### src/rtl/decode_pkg.sv
// -----------------------------------------------------------------------------
// decode_pkg
// Shared definitions for the RV32I decode stage: opcode values, the ALU
// operation encoding, the bundled control word and a funct3->ALU-op helper.
// -----------------------------------------------------------------------------
package decode_pkg;

   // RV32I major opcodes
   localparam logic [6:0] OP_R      = 7'b0110011;
   localparam logic [6:0] OP_IMM    = 7'b0010011;
   localparam logic [6:0] OP_LOAD   = 7'b0000011;
   localparam logic [6:0] OP_STORE  = 7'b0100011;
   localparam logic [6:0] OP_BRANCH = 7'b1100011;
   localparam logic [6:0] OP_JAL    = 7'b1101111;
   localparam logic [6:0] OP_JALR   = 7'b1100111;
   localparam logic [6:0] OP_LUI    = 7'b0110111;
   localparam logic [6:0] OP_AUIPC  = 7'b0010111;

   // The two legal funct7 values for register/shift operations
   localparam logic [6:0] F7_BASE = 7'b0000000;
   localparam logic [6:0] F7_ALT  = 7'b0100000;

   typedef enum logic [3:0] {
      ALU_ADD   = 4'd0,
      ALU_SUB   = 4'd1,
      ALU_SLL   = 4'd2,
      ALU_SLT   = 4'd3,
      ALU_SLTU  = 4'd4,
      ALU_XOR   = 4'd5,
      ALU_SRL   = 4'd6,
      ALU_SRA   = 4'd7,
      ALU_OR    = 4'd8,
      ALU_AND   = 4'd9,
      ALU_PASSB = 4'd10
   } alu_op_t;

   typedef struct packed {
      alu_op_t alu_op;
      logic    reg_write;
      logic    alu_src_imm;
      logic    mem_read;
      logic    mem_write;
      logic    branch;
      logic    jump;
   } ctrl_t;

   // Bubble / illegal control word: nothing happens, ALU idles on ADD
   localparam ctrl_t CTRL_NOP = '{
      alu_op:      ALU_ADD,
      reg_write:   1'b0,
      alu_src_imm: 1'b0,
      mem_read:    1'b0,
      mem_write:   1'b0,
      branch:      1'b0,
      jump:        1'b0
   };

   // funct3 -> ALU op for register and immediate arithmetic. alt selects
   // SUB (f3=000) or SRA (f3=101); callers only assert it where legal.
   function automatic alu_op_t alu_from_f3(input logic [2:0] f3, input logic alt);
      alu_op_t op;
      case (f3)
         3'b000:  op = alt ? ALU_SUB : ALU_ADD;
         3'b001:  op = ALU_SLL;
         3'b010:  op = ALU_SLT;
         3'b011:  op = ALU_SLTU;
         3'b100:  op = ALU_XOR;
         3'b101:  op = alt ? ALU_SRA : ALU_SRL;
         3'b110:  op = ALU_OR;
         default: op = ALU_AND;
      endcase
      return op;
   endfunction

endpackage

### src/rtl/decode_ctrl.sv
// -----------------------------------------------------------------------------
// decode_ctrl
// Purely combinational RV32I field decoder.
//   rd_i, rs1_i, rs2_i  : register index fields (rs1/rs2 only feed end detection)
//   funct7_i, funct3_i  : function fields
//   opcode_i            : major opcode
//   ctrl_o              : control word (all zero on illegal, reg_write masked for x0)
//   illegal_o           : unrecognised encoding
//   end_o               : all-zero bundle, the end-of-program marker
// -----------------------------------------------------------------------------
module decode_ctrl
   import decode_pkg::*;
(
   input  logic [4:0] rd_i,
   input  logic [4:0] rs1_i,
   input  logic [4:0] rs2_i,
   input  logic [6:0] funct7_i,
   input  logic [2:0] funct3_i,
   input  logic [6:0] opcode_i,
   output ctrl_t      ctrl_o,
   output logic       illegal_o,
   output logic       end_o
);

   ctrl_t ctrl;
   logic  ill;
   logic  alt;
   logic  f7_ok;

   assign alt   = (funct7_i == F7_ALT);
   assign f7_ok = (funct7_i == F7_BASE) || alt;
   assign end_o = ({rd_i, rs1_i, rs2_i, funct7_i, funct3_i, opcode_i} == '0);

   always_comb begin
      // NOTE: every signal written here gets a default first so no path
      // leaves it unassigned; otherwise synthesis infers a latch.
      ctrl = CTRL_NOP;
      ill  = 1'b0;

      case (opcode_i)
         OP_R: begin
            ctrl.reg_write = 1'b1;
            ctrl.alu_op    = alu_from_f3(funct3_i, alt);
            ill = !f7_ok || (alt && (funct3_i != 3'b000) && (funct3_i != 3'b101));
         end
         OP_IMM: begin
            ctrl.reg_write   = 1'b1;
            ctrl.alu_src_imm = 1'b1;
            // For the non-shift forms funct7 is immediate bits; only the
            // right shift may use it as the SRA selector (no SUBI).
            ctrl.alu_op      = alu_from_f3(funct3_i, alt && (funct3_i == 3'b101));
            ill = ((funct3_i == 3'b001) && (funct7_i != F7_BASE)) ||
                  ((funct3_i == 3'b101) && !f7_ok);
         end
         OP_LOAD: begin
            ctrl.reg_write   = 1'b1;
            ctrl.alu_src_imm = 1'b1;
            ctrl.mem_read    = 1'b1;
            ill = funct3_i inside {3'b011, 3'b110, 3'b111};
         end
         OP_STORE: begin
            ctrl.alu_src_imm = 1'b1;
            ctrl.mem_write   = 1'b1;
            ill = (funct3_i > 3'b010);
         end
         OP_BRANCH: begin
            ctrl.branch = 1'b1;
            ctrl.alu_op = ALU_SUB;
            ill = funct3_i inside {3'b010, 3'b011};
         end
         OP_JAL: begin
            ctrl.jump      = 1'b1;
            ctrl.reg_write = 1'b1;
         end
         OP_JALR: begin
            ctrl.jump        = 1'b1;
            ctrl.reg_write   = 1'b1;
            ctrl.alu_src_imm = 1'b1;
            ill = (funct3_i != 3'b000);
         end
         OP_LUI: begin
            ctrl.reg_write   = 1'b1;
            ctrl.alu_src_imm = 1'b1;
            ctrl.alu_op      = ALU_PASSB;
         end
         OP_AUIPC: begin
            ctrl.reg_write   = 1'b1;
            ctrl.alu_src_imm = 1'b1;
         end
         // The all-zero bundle is a legal bubble; any other unknown opcode is not.
         default: ill = !end_o;
      endcase

      if (ill) begin
         ctrl = CTRL_NOP;
      end
      // Writes to x0 are discarded at the source.
      if (rd_i == 5'd0) begin
         ctrl.reg_write = 1'b0;
      end
   end

   assign ctrl_o    = ctrl;
   assign illegal_o = ill;

endmodule

### src/rtl/decode_unit.sv
// -----------------------------------------------------------------------------
// decode_unit
// RV32I decode stage with a single-entry registered output and valid/ready
// handshake on both sides.
//   clk, rst                 : clock, asynchronous active-high reset
//   in_valid / in_ready      : upstream handshake for the field bundle
//   RD, RS1, RS2, Funct7, Funct3, opcode : instruction fields
//   out_valid / out_ready    : downstream handshake for the decoded entry
//   rd_o, rs1_o, rs2_o, funct3_o : registered pass-through fields
//   alu_op, reg_write, alu_src_imm, mem_read, mem_write, branch, jump,
//   illegal                  : registered decode
//   done                     : sticky, set by the all-zero end bundle
//   inst_count, ill_count    : saturating accepted / accepted-illegal counters
// -----------------------------------------------------------------------------
module decode_unit
   import decode_pkg::*;
#(
   parameter int CNT_W = 16,
   parameter int ILL_W = 8
) (
   input  logic             clk,
   input  logic             rst,
   input  logic             in_valid,
   output logic             in_ready,
   input  logic [4:0]       RD,
   input  logic [4:0]       RS1,
   input  logic [4:0]       RS2,
   input  logic [6:0]       Funct7,
   input  logic [2:0]       Funct3,
   input  logic [6:0]       opcode,
   output logic             out_valid,
   input  logic             out_ready,
   output logic [4:0]       rd_o,
   output logic [4:0]       rs1_o,
   output logic [4:0]       rs2_o,
   output logic [2:0]       funct3_o,
   output logic [3:0]       alu_op,
   output logic             reg_write,
   output logic             alu_src_imm,
   output logic             mem_read,
   output logic             mem_write,
   output logic             branch,
   output logic             jump,
   output logic             illegal,
   output logic             done,
   output logic [CNT_W-1:0] inst_count,
   output logic [ILL_W-1:0] ill_count
);

   localparam logic [CNT_W-1:0] CNT_ONE = {{(CNT_W-1){1'b0}}, 1'b1};
   localparam logic [ILL_W-1:0] ILL_ONE = {{(ILL_W-1){1'b0}}, 1'b1};

   ctrl_t dec_ctrl;
   logic  dec_illegal;
   logic  dec_end;
   logic  accept;

   logic             out_valid_q, out_valid_d;
   logic [4:0]       rd_q, rd_d, rs1_q, rs1_d, rs2_q, rs2_d;
   logic [2:0]       funct3_q, funct3_d;
   ctrl_t            ctrl_q, ctrl_d;
   logic             illegal_q, illegal_d;
   logic             done_q, done_d;
   logic [CNT_W-1:0] inst_cnt_q, inst_cnt_d;
   logic [ILL_W-1:0] ill_cnt_q, ill_cnt_d;

   decode_ctrl u_decode_ctrl (
      .rd_i      (RD),
      .rs1_i     (RS1),
      .rs2_i     (RS2),
      .funct7_i  (Funct7),
      .funct3_i  (Funct3),
      .opcode_i  (opcode),
      .ctrl_o    (dec_ctrl),
      .illegal_o (dec_illegal),
      .end_o     (dec_end)
   );

   // Ready whenever the slot is empty or being drained this cycle, so a
   // continuously ready consumer sees one entry per clock.
   assign in_ready = !done_q && (!out_valid_q || out_ready);
   assign accept   = in_valid && in_ready;

   always_comb begin
      out_valid_d = out_valid_q;
      rd_d        = rd_q;
      rs1_d       = rs1_q;
      rs2_d       = rs2_q;
      funct3_d    = funct3_q;
      ctrl_d      = ctrl_q;
      illegal_d   = illegal_q;
      done_d      = done_q;
      inst_cnt_d  = inst_cnt_q;
      ill_cnt_d   = ill_cnt_q;

      if (accept) begin
         out_valid_d = 1'b1;
         rd_d        = RD;
         rs1_d       = RS1;
         rs2_d       = RS2;
         funct3_d    = Funct3;
         ctrl_d      = dec_ctrl;
         illegal_d   = dec_illegal;
         if (dec_end) begin
            done_d = 1'b1;
         end
         if (inst_cnt_q != '1) begin
            inst_cnt_d = inst_cnt_q + CNT_ONE;
         end
         if (dec_illegal && (ill_cnt_q != '1)) begin
            ill_cnt_d = ill_cnt_q + ILL_ONE;
         end
      end else if (out_ready) begin
         out_valid_d = 1'b0;
      end
   end

   // NOTE: sequential state uses non-blocking assignments so every register
   // samples its pre-edge inputs regardless of statement order.
   always_ff @(posedge clk or posedge rst) begin
      if (rst) begin
         out_valid_q <= 1'b0;
         rd_q        <= '0;
         rs1_q       <= '0;
         rs2_q       <= '0;
         funct3_q    <= '0;
         ctrl_q      <= CTRL_NOP;
         illegal_q   <= 1'b0;
         done_q      <= 1'b0;
         inst_cnt_q  <= '0;
         ill_cnt_q   <= '0;
      end else begin
         out_valid_q <= out_valid_d;
         rd_q        <= rd_d;
         rs1_q       <= rs1_d;
         rs2_q       <= rs2_d;
         funct3_q    <= funct3_d;
         ctrl_q      <= ctrl_d;
         illegal_q   <= illegal_d;
         done_q      <= done_d;
         inst_cnt_q  <= inst_cnt_d;
         ill_cnt_q   <= ill_cnt_d;
      end
   end

   assign out_valid   = out_valid_q;
   assign rd_o        = rd_q;
   assign rs1_o       = rs1_q;
   assign rs2_o       = rs2_q;
   assign funct3_o    = funct3_q;
   assign alu_op      = ctrl_q.alu_op;
   assign reg_write   = ctrl_q.reg_write;
   assign alu_src_imm = ctrl_q.alu_src_imm;
   assign mem_read    = ctrl_q.mem_read;
   assign mem_write   = ctrl_q.mem_write;
   assign branch      = ctrl_q.branch;
   assign jump        = ctrl_q.jump;
   assign illegal     = illegal_q;
   assign done        = done_q;
   assign inst_count  = inst_cnt_q;
   assign ill_count   = ill_cnt_q;

endmodule

### config.mk
export PLATFORM = sky130hd
export DESIGN_NAME = decode_unit
export DESIGN_NICKNAME = d
export VERILOG_FILES = /design/src/rtl/decode_pkg.sv /design/src/rtl/decode_ctrl.sv /design/src/rtl/decode_unit.sv
export SDC_FILE = /design/constraint.sdc
export NUM_CORES = 1
export LEC_CHECK = 0
export ABC_AREA = 1
export CORE_AREA = 4 4 75 130
export CTS_CLUSTER_DIAMETER = 30
export DETAILED_ROUTE_END_ITERATION = 6
export DIE_AREA = 0 0 79 134
export PLACE_DENSITY_LB_ADDON = 0.3
export SLEW_MARGIN = 0
export SYNTH_ARGS = -nofsm -noshare
export SYNTH_HDL_FRONTEND = slang
export SYNTH_SLANG_ARGS = --single-unit
### constraint.sdc
create_clock -name clk -period 2 [get_ports clk]
set_input_delay 0.5 -clock clk [delete_from_list [all_inputs] [get_ports clk]]
set_output_delay 0.5 -clock clk [all_outputs]
set_load 0.05 [all_outputs]
==> summary.txt <==
Global route
  • Antenna violations before repair: 0
  • Vias in the first global route: 2783
  • Largest net degree at the start of global routing: 56
  • Overall routing resource usage: 15.9%
  • Grt total ovfl: 0
  • First-pass GRT wire length: 13100 um

Finish
  • Final core utilization: 52.5%
  • Layout Nets: 551
  • Share of post-route cells with drive strength above 1: 32.5%
  • Area Growth Syn to Fin: 51.9%
  • Fin cells: 631
  • Fillers: 844
  • Ant diodes: 0

Clock tree
  • Clk slew on worst S/H paths: 70 ps
  • # clock sinks: 55
  • Number of H-tree levels: 2
  • Clock Latency Late Sink: 290 ps
  • Max Buffers Root-to-Sink: 2
  • CTS tree: yes
  • Root buf cell: clkbuf_16
  • CTS Hold Buffers Added: 0
  • Inserted Clock Buffers: 5

Worst setup path
  • Crit path arrival time: 2140 ps
  • Crit path max-delay cell type: clkdlybuf4s50_1
  • Critical Path RT: 2220 ps
  • R2R setup slack: 210 ps
  • Worst R2R Start: inst_count[1]
  • Cell family with most CP delay: simple AND/OR/NAND/NOR gates
  • Cell mode on critical path: nand2_4
  • CP bufs+invs: 1
  • Critical Path Start Type: input port
  • Reg-to-reg endpoint: inst_count[10]
  • Reg2reg path depth: 10
  • Setup Crit Path Kind: input port to flip-flop
  • Crit Path Max Fanout: 6
  • Crit-path cells: clkdlybuf4s50_1 > nor4_4 > nand3_2 > or2b_4 > nand2_4 > nand2_4 > o21ai_2
  • Slowest stage delay, CP: 470 ps
  • Setup crit end kind: flip-flop

Synth
  • Area leader, netlist: dfrtp_1
  • Yosys warns: 0
  • Synth cell types: 35
  • Sequential area share after synthesis: 45.9%
  • Post-synth EDFFs: 0
  • Post-synthesis register bit count: 55
  • Most common flop cell mapped by yosys: dfrtp_1
  • Cell with the most instances after synthesis: nand2_1
  • Synth top area share: 45.9%
  • Mean Syn Cell Area: 7.99 sq um
  • Async set-reset flop share out of synthesis: 100%
  • Top cells by area, synth: dfrtp_1, nand2_1, inv_1
  • Syn nets: 413
  • Synthesized cell area: 0.00300 sq mm
  • Commonest cells post-synth: nand2_1, dfrtp_1, inv_1
  • Syn Inst Count: 375

Route
  • 1st-pass router iterations: 4
  • Initial DRC count: 152
  • Routed length per instance: 13.2 um
  • Via Count: 2927
  • Detail Route Antenna Nets: 0
  • Drc violations: 0
  • Vias per cell: 4.64
  • DRT Wirelength: 8340 um

Floorplanning
  • Number of cell rows: 45
  • Die width: 79 um
  • Die H: 134 um
  • Starting Density: 34.5%
  • Core area: 0.00867 sq mm
  • Ports: 92
  • Die area: 0.0106 sq mm

Min path
  • Worst Hold Class: flip-flop to flip-flop
  • Hold worst-path end: rs2_o[2]
  • Hold-critical path depth: 2
  • Hold Path Origin: rs2_o[2]

STA
  • Post-route clock skew: 3.12 ps
  • Fin. Hold Viols: 0
  • Max Clk Rate: 0.521 GHz
  • Worst Tran Pin Value: 417 ps
  • Slew Limit Fails: 0
  • Tcrit/Tclk final: 96.0%
  • Worst slew margin: 72.0%
  • Final setup viols: 0
  • Post-layout min period: 1920 ps
  • Hold_ws: 486 ps

Placement
  • Dpl cells: 621
  • Placer Congestion: 0.862
  • Post-detail-place hpwl: 6660 um
  • PortBufs: 91

Power
  • VDD IR max: 671 uV
  • Total Power: 0.00393 W
  • Pleak: 2.30 nW
  • Power per Cell Area: 863 mW/mm^2

Job
  • Max Cap Violations: 0

Status
  • Result of the run: completed
==> stage by stage <==
step	TNS, ps	instance area, sq um	setup WS [ps]
4_1_cts	0	4460	7.54
3_3_place_gp	-11350	4270	-582
3_5_place_dp	-11810	4270	-611
2_1_floorplan	0	3000	10.3
6_report	0	4550	79.8
5_1_grt	-58.6	4550	-29.7
==> tightest hold or removal path: cells and delay by family, from the launching register on <==
family | cells | cell delay, ps
and+or+nand+nor | 2 | 110
DFF | 1 | 350
==> registers in the layout (all words and copies together), names as in the netlist, 3 cells and up <==
name        flops
rd_o            5
alu_op          4
ill_count       8
funct3_o        3
rs2_o           5
inst_count     16
rs1_o           5
==> logic make-up (layout without fill, tap and decap cells) <==
logic type	count (synthesis)	in the layout	share of synthesized area, %
buffers and inverters	50	189	6.31
xor gates and xnor gates	19	19	5.56
AOI/OAI and AO/OA	36	36	7.64
DFF	55	55	45.9
adders and majority gates	2	2	0.835
and+or+nand+nor	213	213	33.7
==> layer usage <==
metal	GRT usage, %	routed length, um	vias up	part of all wire (%)
li1	-	-	1477	-
met1	16.3	3000	1355	36
met2	30.1	4740	78	57
met3	2.89	341	17	4.1
met4	7.65	261	0	3.1
met5	0	0	-	0
==> cells in the final DEF (no fill, tap or decap), drive strengths merged <==
master         synthesis  layout
clkbuf                 4       6
or2b                   1       1
nor3                   5       5
clkdlybuf4s50          0      29
o211ai                 1       1
a31oi                  1       1
a21oi                  3       3
o21a                   1       1
dlymetal6s2s           0       6
nand4                 19      19
inv                   44      44
xor2                  10      10
nand3b                 1       1
o21bai                 2       2
bufinv                 0       1
nor2b                  1       1
or2                    1       1
xnor2                  9       9
nand3                 24      24
clkinv                 0       1
nor4                   2       2
nand2                116     116
nor2                  43      43
o21ai                 28      28
buf                    2     102
ha                     2       2
dfrtp                 55      55
==> timing repair <==
action | CTS | global route
endpoints found under the setup margin | 20 | 18
pin swaps | 2 | 6
resized for setup | 3 | 24
endpoints found under the hold margin | 0 | 0
setup buffers | 0 | 2
==> where the power goes <==
| group | internal (W) | switching (W) |
|---|---|---|
| Combinational | 0.000492 | 0.000961 |
| Clock | 0.000623 | 0.000381 |
| Sequential | 0.00128 | 0.000194 |
==> how the worst max path moves through the flow <==
stage,cells past startpoint,start,end,slack (ps)
6_report,7,RS2[0],reg_write,80
5_1_grt,11,opcode[4],ill_count[7],-30
4_1_cts,7,Funct7[6],alu_op[2],8
3_5_place_dp,7,RS2[0],alu_src_imm,-610
3_3_place_gp,7,RS2[0],alu_op[2],-580
2_1_floorplan,7,done,inst_count[14],10
==> layout make-up <==
class | instances | area (sq um) | area share, %
Sequential cell | 55 | 1380 | 30.3
Inverter | 44 | 165 | 3.63
Tap cell | 117 | 146 | 3.22
Clock inverter | 2 | 35.0 | 0.770
Clock buffer | 6 | 139 | 3.05
Timing Repair Buffer | 137 | 1170 | 25.8
Multi-Input combinational cell | 270 | 1520 | 33.3
Power figures use the tool's default switching activity.
